==> src/rtl/keypad_emulator.sv <==
// keypad_emulator: 4x4 matrix keypad model answering the reader's column
// scan with one LFSR-bounced key stroke per accepted key code.
module keypad_emulator #(
  parameter int unsigned BOUNCE_CYCLES = 64,
  parameter int unsigned HOLD_CYCLES   = 1024,
  parameter logic [7:0]  LFSR_SEED     = 8'hA5
) (
  input  logic       clk,
  input  logic       n_reset,
  input  logic [3:0] columnas,
  input  logic       key_valid,
  input  logic [3:0] key_code,
  output logic       key_ready,
  output logic [3:0] filas,
  output logic       busy,
  output logic       done
);

  localparam int unsigned MAX_LEN =
    (BOUNCE_CYCLES > HOLD_CYCLES) ? BOUNCE_CYCLES : HOLD_CYCLES;
  localparam int unsigned CW = $clog2(MAX_LEN + 1);

  localparam logic [CW-1:0] B_LAST =
    CW'((BOUNCE_CYCLES > 0) ? BOUNCE_CYCLES - 1 : 0);
  localparam logic [CW-1:0] H_LAST =
    CW'((HOLD_CYCLES > 0) ? HOLD_CYCLES - 1 : 0);
  localparam bit NO_BOUNCE = (BOUNCE_CYCLES == 0);

  typedef enum logic [1:0] {
    IDLE,
    PRESS_BOUNCE,
    HELD,
    RELEASE_BOUNCE
  } state_t;

  state_t        state;
  state_t        state_next;
  logic [CW-1:0] cnt;
  logic [7:0]    lfsr;
  logic          lfsr_fb;
  logic          lfsr_shift;
  logic [3:0]    key_reg;
  logic          contact;
  logic          accept;
  logic [3:0]    row_sel;
  logic [3:0]    col_sel;
  logic          col_hit;
  logic [3:0]    filas_next;

  assign key_ready = (state == IDLE);
  assign busy      = ~key_ready;
  assign accept    = key_valid & key_ready;

  // x^8 + x^6 + x^5 + x^4 + 1
  assign lfsr_fb = lfsr[7] ^ lfsr[5] ^ lfsr[4] ^ lfsr[3];

  always_comb begin
    state_next = state;
    contact    = 1'b0;
    lfsr_shift = 1'b0;
    unique case (state)
      IDLE: begin
        if (accept) begin
          state_next = NO_BOUNCE ? HELD : PRESS_BOUNCE;
        end
      end
      PRESS_BOUNCE: begin
        contact    = lfsr[0];
        lfsr_shift = 1'b1;
        if (cnt == B_LAST) begin
          state_next = HELD;
        end
      end
      HELD: begin
        contact = 1'b1;
        if (cnt == H_LAST) begin
          state_next = NO_BOUNCE ? IDLE : RELEASE_BOUNCE;
        end
      end
      RELEASE_BOUNCE: begin
        contact    = lfsr[0];
        lfsr_shift = 1'b1;
        if (cnt == B_LAST) begin
          state_next = IDLE;
        end
      end
      default: state_next = IDLE;
    endcase
  end

  // Only the key's own column is sampled, so idle or multi-hot scans
  // fall out naturally.
  assign row_sel    = 4'b1000 >> key_reg[3:2];
  assign col_sel    = 4'b1000 >> key_reg[1:0];
  assign col_hit    = |(columnas & col_sel);
  assign filas_next = (contact & col_hit) ? row_sel : 4'b0000;

  always_ff @(posedge clk or negedge n_reset) begin
    if (!n_reset) begin
      state   <= IDLE;
      cnt     <= '0;
      lfsr    <= LFSR_SEED;
      key_reg <= 4'h0;
      filas   <= 4'b0000;
      done    <= 1'b0;
    end else begin
      state <= state_next;
      if (state_next != state || state_next == IDLE) begin
        cnt <= '0;
      end else begin
        cnt <= cnt + 1'b1;
      end
      if (accept) begin
        key_reg <= key_code;
        lfsr    <= LFSR_SEED;
      end else if (lfsr_shift) begin
        lfsr <= {lfsr[6:0], lfsr_fb};
      end
      filas <= filas_next;
      done  <= (state != IDLE) && (state_next == IDLE);
    end
  end

endmodule

==> config.mk <==
export PLATFORM = sky130hd
export DESIGN_NAME = keypad_emulator
export DESIGN_NICKNAME = d
export VERILOG_FILES = /design/src/rtl/keypad_emulator.sv
export SDC_FILE = /design/constraint.sdc
export NUM_CORES = 1
export LEC_CHECK = 0
export ABC_AREA = 1
export BUFFER_PORTS_ARGS = -buffer_cell sky130_fd_sc_hd__buf_2
export CAP_MARGIN = 20
export CORE_ASPECT_RATIO = 0.9
export CORE_MARGIN = 5
export CORE_UTILIZATION = 55
export DETAILED_ROUTE_END_ITERATION = 12
export PLACE_DENSITY = 0.76
export SLEW_MARGIN = 30
export SYNTH_ARGS = -nofsm -noshare
export SYNTH_HDL_FRONTEND = slang
export SYNTH_SLANG_ARGS = --single-unit
==> constraint.sdc <==
create_clock -name clk -period 1.71 [get_ports clk]
set_input_delay 0.0855 -clock clk [delete_from_list [all_inputs] [get_ports clk]]
set_output_delay 0.0855 -clock clk [all_outputs]
set_load 0.03 [all_outputs]
Word-level counts from Yosys, hierarchy flattened
Cells that the tools add are included.
Storage, ports and cells
  register bits: 30
  input bits: 11
  output and inout bits: 7
  logic and storage cells: 41
Operators by class
  add/sub/neg operators: 1
  equality and inequality tests: 6
  shift operators: 2
  mux-type cells: 11
  bitwise logic cells: 7
  reductions and logical operators: 8
Operator list (number)
  8-bit two-way mux: 2
  11-bit by 1-bit adder with 11-bit output, second input constant: 1
  11-bit by 10-bit == test with 1-bit output, second input constant: 1
  11-bit by 6-bit == test with 1-bit output, second input constant: 1
  11-bit two-way mux: 1
  2-bit two-way mux: 4
  2-bit case mux with 4 select lines: 1
  4-bit by 2-bit >> shifter with 4-bit output, first input constant: 2
  4-bit AND: 1
  2-bit == test, second input constant: 2
  2-bit logical NOT: 2
  4-bit two-way mux: 1
  2-bit nonzero test: 2
  4-bit OR reduction: 1
  1-bit XOR: 3
  1-bit AND: 2
  2-bit by 1-bit == test with 1-bit output, second input constant: 1
  2-bit != test: 1
  1-bit case mux with 2 select lines: 1
  2-bit OR reduction: 1
  1-bit logical AND: 1
  1-bit logical OR: 1
  1-bit two-way mux: 1
  1-bit inverter: 1

Depth between registers and ports, before layout
Gate-level depths: netlist (run 1).
  depth after elaboration: 7
  mapped depth: 10

Worst setup path before layout (run 1)
OpenSTA, ideal clock, no wires.
  path kind: reg2reg
  from: register state[0]
  to: register cnt[7]
  data arrival time: 1.468 ns
  setup slack: 0.120 ns
  stages on the path, launching flop included: 9
  path through: dfrtp_1 -> buf_4 -> nor2_2 -> nand2_2 -> nand2_1 -> o21ai_0 -> o21ai_2 -> buf_6 -> nor2_1
Between the ends
  word-level cells in the longest chain between the ends: 7
  elaborated cells between the ends (all ways): 14
  classes of those cells: eq/ne: 4; mux: 6; bitwise: 1; reduce/logical: 3
Ends and longest elaborated chain
  start: declaration: RTL line 36  | state_t state;
  start signal: assignment: RTL line 107  | state <= state_next;
  2-bit logical NOT *: RTL line 50  | assign key_ready = (state == IDLE);
  named net key_ready: RTL line 13  | output logic key_ready,
  1-bit AND: RTL line 52  | assign accept = key_valid & key_ready;
  2-bit two-way mux: RTL line 63  | if (accept) begin
  2-bit case mux with 4 select lines *: RTL line 61  | unique case (state)
  2-bit != test or 2-bit logical NOT (tied branches): RTL line 108  | if (state_next != state || state_next == IDLE) begin
  1-bit logical OR *: RTL line 108
  11-bit two-way mux *: RTL line 108
  end signal: assignment: RTL line 111  | cnt <= cnt + 1'b1;
  end: declaration: RTL line 38  | logic [CW-1:0] cnt;
Mark *: on every way through the listed nets, which the timed path passes. The rest lies on a longest branch.
A chain may end at the register's enable or synchronous reset.

Worst setup path after layout (run 1)
  from: register cnt[0]
  to: register cnt[7]
Between the ends
  word-level cells in the longest chain between the ends: 6
  elaborated cells between the ends (all ways): 11
  classes of those cells: add/sub: 1; eq/ne: 3; mux: 5; reduce/logical: 2
Ends and longest elaborated chain
  11-bit by 6-bit == test with 1-bit output or 11-bit by 10-bit == test with 1-bit output (tied branches): RTL line 70, 83, 76
  2-bit two-way mux, on equally long branches: RTL line 83, 70, 76
  2-bit case mux with 4 select lines *: RTL line 61
  named net state_next[0]: RTL line 37  | state_t state_next;
  2-bit != test or 2-bit logical NOT (tied branches): RTL line 108
  1-bit logical OR *: RTL line 108
  11-bit two-way mux *: RTL line 108
Marked as above.

==> impl_metrics.env, run 1 <==
export IMPL_cts_sinks=30
export IMPL_clk_pin_slew_ns=0.10
export IMPL_n_antenna_cell=0
export IMPL_p_leak_nw=0.815
export IMPL_hold_class="input port to flop"
export IMPL_finalNetCount=202
export IMPL_cp_arrival_ns=1.80
export IMPL_worstRegToRegCells=10
export IMPL_yosys_warnings=0
export IMPL_cp_end_kind="flop"
export IMPL_dieHeight_um=57.6
export IMPL_io_buffers=17
export IMPL_slew_viol_final=0
export IMPL_synthCells=158
export IMPL_wl_mm=2.61
export IMPL_crit_family="simple AND/OR/NAND/NOR gates"
export IMPL_syn_cell_area_um2=1380
export IMPL_grt_max_degree=31
export IMPL_p_total_w=0.00133
export IMPL_layout_setup_ws_ns=0.121
export IMPL_synthToLayoutAreaGrowth_pct=20.3
export IMPL_hp_start="key_valid"
export IMPL_rrSetupSlack_ns=0.12
export IMPL_cts_htree_levels=2
export IMPL_placement_rows=17
export IMPL_die_x_um=62.9
export IMPL_cp_max_fo=5
export IMPL_grt_antenna_before_repair=0
export IMPL_largest_reg_flops=11
export IMPL_ys_seq_area_share_pct=54.7
export IMPL_start_kind="flop"
export IMPL_r2r_start="cnt[0]"
export IMPL_crit_type="flop to flop"
export IMPL_drv_cap=0
export IMPL_regMostFlops="cnt"
export IMPL_ant_nets=0
export IMPL_vdd_ir_drop_max_mv=0.767
export IMPL_dp_hpwl_mm=1.81
export IMPL_gr_usage_all_layers_pct=16.1
export IMPL_place_ws_ns=0.0900
export IMPL_grt_pass1_wl_mm=4.51
export IMPL_nFillCells=187
export IMPL_timing_final_crit_period_ns=1.59
export IMPL_finClkSkew_ns=0.0141
export IMPL_drt_iter0_drc=43
export IMPL_timing_slew_headroom_pct=58.3
export IMPL_reg_top3="cnt (11), lfsr (8)"
export IMPL_dieArea_um2=3620
export IMPL_ys_top_cells_by_count="nor2_1, dfrtp_1, nand2_1"
export IMPL_overflow=0
export IMPL_worstPathCellList="ha_2, inv_1, nor2_2, nand2_1, nor2_1, nor2_1, nand2_2, o21ai_2, buf_4, nor2_1"
export IMPL_cts_root_buf="clkbuf_4"
export IMPL_synth_main_ff_cell="dfrtp_1"
export IMPL_synth_seq_cells=30
export IMPL_crit_buf_inv=2
export IMPL_setup_worst_path_start="cnt[0]"
export IMPL_synth_top_cells_by_area="dfrtp_1, dfstp_2, nor2_1"
export IMPL_start_util_pct=57.0
export IMPL_finish_utilization_pct=68.6
export IMPL_yosysTopAreaCellShare_pct=47.1
export IMPL_crit_path_top_delay_cell="dfrtp_1"
export IMPL_cellPowerDensity_nw_per_um2=802
export IMPL_cts_buffer_depth=2
export IMPL_avgSynthCellArea_um2=8.75
export IMPL_vias=1138
export IMPL_worstSkewPairLatency_ns=0.33
export IMPL_hold_depth=3
export IMPL_synth_top_cell_by_area="dfrtp_1"
export IMPL_drc=0
export IMPL_synth_cell_types=24
export IMPL_drive_gt1_share_pct=22.5
export IMPL_first_pass_iters=5
export IMPL_place_congestion=0.821
export IMPL_io_pins=18
export IMPL_path_common_cell="nor2_1"
export IMPL_grt_pass1_vias=1058
export IMPL_yosysMostFrequentCell="nor2_1"
export IMPL_synth_edf_count=0
export IMPL_syn_num_nets=170
export IMPL_hold_violations=0
export IMPL_async_flop_share_pct=100
export IMPL_path_depth=10
export IMPL_cts_tree="done"
export IMPL_fmax_mhz=629
export IMPL_worstPathRequired_ns=1.92
export IMPL_setup_viol=0
export IMPL_via_per_inst=5.20
export IMPL_cts_buffers=5
export IMPL_tightestPinTransition_ns=0.625
export IMPL_slowest_delay_ns=0.40
export IMPL_core_region_area_um2=2420
export IMPL_status="completed"
export IMPL_min_to="lfsr[7]"
export IMPL_rr_endpoint="cnt[7]"
export IMPL_fin_crit_sh_pct=92.9
export IMPL_wire_per_inst_um=11.9
==> routing by layer <==
layer / GRT usage [%] / vias up / wire length [µm]
li1: - / 565 / -
met1: 18.7 / 534 / 1100
met2: 25.4 / 31 / 1310
met3: 6.50 / 8 / 139
met4: 9.09 / 0 / 65
met5: 0 / - / 0
==> power breakdown <==
part / switching, W / total (W) / internal (W)
Combinational: 0.0000214 / 0.0000381 / 0.0000167
Clock: 0.000236 / 0.000585 / 0.000349
Sequential: 0.000000265 / 0.000711 / 0.000710
==> layout make-up <==
| type | count | area, µm² | area share, % |
|---|---|---|---|
| Sequential cell | 30 | 757 | 45.5 |
| Multi-Input combinational cell | 105 | 531 | 31.9 |
| Timing Repair Buffer | 28 | 180 | 10.8 |
| Inverter | 20 | 75.1 | 4.51 |
| Clock buffer | 7 | 55.1 | 3.31 |
| Tap cell | 28 | 35.0 | 2.11 |
| Clock inverter | 1 | 30.0 | 1.81 |
==> kinds of logic after synthesis <==
kind of cell	share of synthesized area, %
fa+ha+maj	0.905
compound gates	9.23
flops	54.7
buf+inv	7.15
simple gates	22.4
xor+xnor	5.70
==> metrics by stage <==
| stage | area (µm²) | TNS, ns | instances | hold slack [ns] |
|---|---|---|---|---|
| after detailed placement | 1510 | 0 | 204 | 0.142 |
| final | 1660 | 0 | 219 | 0.0677 |
| after global routing | 1660 | -0.000453 | 219 | 0.0697 |
| after CTS | 1640 | 0 | 217 | 0.0659 |
| after global placement | 1510 | 0 | 204 | 0.137 |
| after floorplan | 1380 | 0 | 158 | -0.210 |
==> what timing repair did <==
action / 4_1_cts / 5_1_grt
buffers inserted: 0 / 2
hold endpoints to repair: 30 / 0
gates resized for setup: 0 / 2
endpoints found under the setup margin: 0 / 11
hold buffers: 5 / 0
==> worst register-to-register path: stages, from the launching register on <==
cell and delay, ns:
dfrtp_1 0.40, ha_2 0.21, inv_1 0.09, nor2_2 0.06, nand2_1 0.11, nor2_1 0.07, nor2_1 0.11, nand2_2 0.07
o21ai_2 0.16, buf_4 0.16, nor2_1 0.04
==> cell usage in the layout (no fill, tap or decap), drive strengths merged, types with 2 or more instances in the layout <==
cell type     n
a21oi         3
buf          23
clkbuf        7
dfrtp        26
dfstp         4
dlygate4sd3   5
inv          19
nand2        29
nand3         7
nor2         29
nor3          6
o211ai        2
o21ai        14
o22ai         2
xnor2         3
xor2          6
==> worst max-delay path by stage <==
stage	slack, ns	to
2_1_floorplan	0.12	cnt[7]
3_3_place_gp	0.12	cnt[10]
3_5_place_dp	0.09	cnt[0]
4_1_cts	0.07	cnt[0]
5_1_grt	-0.0005	cnt[4]
6_report	0.12	cnt[7]
No activity file was read; power rests on OpenSTA's default activity.
==> run 2: changes to the inputs <==
- SETUP_SLACK_MARGIN: default -> 0.15
==> run 2 against run 1 <==
Effect of this change:
- count of clock-buffer cells in the layout did not move
- combinational power fell by 3%
- clock skew fell by 0.0051 ns
- non-clock buffer count rose by 8
- critical endpoint is now cnt[4]
- largest cell class unchanged
- largest power group unchanged
==> impl_metrics.env, run 2 (synthesis gave the netlist of run 1 again) <==
export IMPL_path_depth=9
export IMPL_worstPathCellList="ha_4, inv_4, nor2_4, nand2_2, nor2_4, o21ai_0, o21ai_2, buf_6, nor2_1"
export IMPL_place_ws_ns=0.0507
export IMPL_cts_buffer_depth=2
export IMPL_grt_pass1_wl_mm=4.89
export IMPL_cts_sinks=30
export IMPL_dieArea_um2=3620
export IMPL_cts_root_buf="clkbuf_4"
export IMPL_cts_tree="done"
export IMPL_timing_final_crit_period_ns=1.61
export IMPL_layout_setup_ws_ns=0.101
export IMPL_finalNetCount=210
export IMPL_grt_antenna_before_repair=0
export IMPL_largest_reg_flops=11
export IMPL_crit_family="flip-flops"
export IMPL_drc=0
export IMPL_holdWs_ns=0.0583
export IMPL_overflow=0
export IMPL_wire_per_inst_um=14.9
export IMPL_slew_viol_final=0
export IMPL_vdd_ir_drop_max_mv=0.584
export IMPL_synthToLayoutAreaGrowth_pct=28.9
export IMPL_worstRegToRegCells=9
export IMPL_tightestPinTransition_ns=0.624
export IMPL_io_buffers=17
export IMPL_wl_mm=3.37
export IMPL_grt_max_degree=31
export IMPL_finClkSkew_ns=0.00902
export IMPL_final_common_cell="dfrtp_1"
export IMPL_clk_pin_slew_ns=0.09
export IMPL_hold_violations=0
export IMPL_place_congestion=0.833
export IMPL_cellPowerDensity_nw_per_um2=662
export IMPL_hold_class="input port to flop"
export IMPL_nFillCells=167
export IMPL_placement_rows=17
export IMPL_start_util_pct=57.0
export IMPL_ant_nets=0
export IMPL_setup_viol=0
export IMPL_die_x_um=62.9
export IMPL_timing_slew_headroom_pct=58.4
export IMPL_grt_pass1_vias=1078
export IMPL_cp_end_kind="flop"
export IMPL_path_common_cell="nor2_4"
export IMPL_vias=1179
export IMPL_cp_max_fo=5
export IMPL_dieHeight_um=57.6
export IMPL_crit_type="flop to flop"
export IMPL_rsz0062_at_grt="yes"
export IMPL_slowest_delay_ns=0.43
export IMPL_crit_buf_inv=2
export IMPL_cts_htree_levels=2
export IMPL_crit_path_top_delay_cell="dfrtp_1"
export IMPL_regMostFlops="cnt"
export IMPL_n_antenna_cell=0
export IMPL_core_region_area_um2=2420
export IMPL_worstPathRequired_ns=1.96
export IMPL_reg_top3="cnt (11), lfsr (8)"
export IMPL_fin_setup_tns_ns=0
export IMPL_first_pass_iters=4
export IMPL_p_leak_nw=0.871
export IMPL_drv_cap=0
export IMPL_dp_hpwl_mm=1.96
export IMPL_gr_usage_all_layers_pct=17.0
export IMPL_rrSetupSlack_ns=0.10
export IMPL_hold_depth=3
export IMPL_fmax_mhz=622
export IMPL_via_per_inst=5.19
export IMPL_io_pins=18
export IMPL_drt_iter0_drc=65
export IMPL_status="completed"
export IMPL_cp_arrival_ns=1.86
export IMPL_mostFrequentLayoutCells="dfrtp_1, nand2_1, nor2_1"
export IMPL_cts_buffers=5
export IMPL_fin_crit_sh_pct=94.1
export IMPL_drive_gt1_share_pct=30.2
export IMPL_worstSkewPairLatency_ns=0.32
export IMPL_start_kind="flop"
run 2: through the flow:
step | utilization [%] | total power [W] | instances | cell area, µm²
floorplan | - | 0.000728 | 158 | 1390
CTS | 69.4 | 0.00119 | 221 | 1680
finish | 73.5 | 0.00118 | 227 | 1780
detailed placement | 62.4 | 0.000753 | 204 | 1510
global placement | 62.4 | 0.000753 | 204 | 1510
global route | 73.5 | 0.00124 | 227 | 1780
run 2: what timing repair did:
| action | in CTS | in global routing |
|---|---|---|
| pin swaps | 5 | 8 |
| hold endpoints to repair | 30 | 0 |
| setup endpoints to repair | 11 | 11 |
| buffers inserted | 4 | 6 |
| hold buffers | 5 | 0 |
| gates resized for setup | 8 | 14 |
run 2: tightest hold or removal path, stage by stage:
cell and delay [ns]:
buf_2 0.08, nand2_2 0.09, o211ai_1 0.09
run 2: final cells by class:
type                       instances  area [µm²]  area share [%]
clock inverter                     1        5.00           0.281
multi-input combinational        105         601            33.7
inverter                          20        77.6            4.35
sequential                        30         757            42.5
tap                               28        35.0            1.97
clock buffer                       7        55.1            3.09
timing repair buffer              36         251            14.1
run 2: worst paths after layout:
| kind | startpoint | endpoint |
|---|---|---|
| min reg2reg | key_reg[3] | filas[3] |
| max reg2reg | cnt[1] | cnt[4] |
| max | cnt[1] | cnt[4] |
| max in group asynchronous | n_reset | state[0] |
| min | key_valid | lfsr[7] |
| min in group asynchronous | n_reset | cnt[4] |
run 2: power breakdown:
group	internal, W	switching (W)
logic	0.0000166	0.0000202
clock network	0.000199	0.000233
registers	0.000710	0.000000226
total	0.000926	0.000254
run 2: routing by layer:
metal  track usage (%)  part of all wire, %  wire [µm]
met1              21.8                   41       1390
met3              5.71                  6.1        205
met5                 0                    0          0
met2              27.5                   52       1750
met4              5.15                 0.50         17
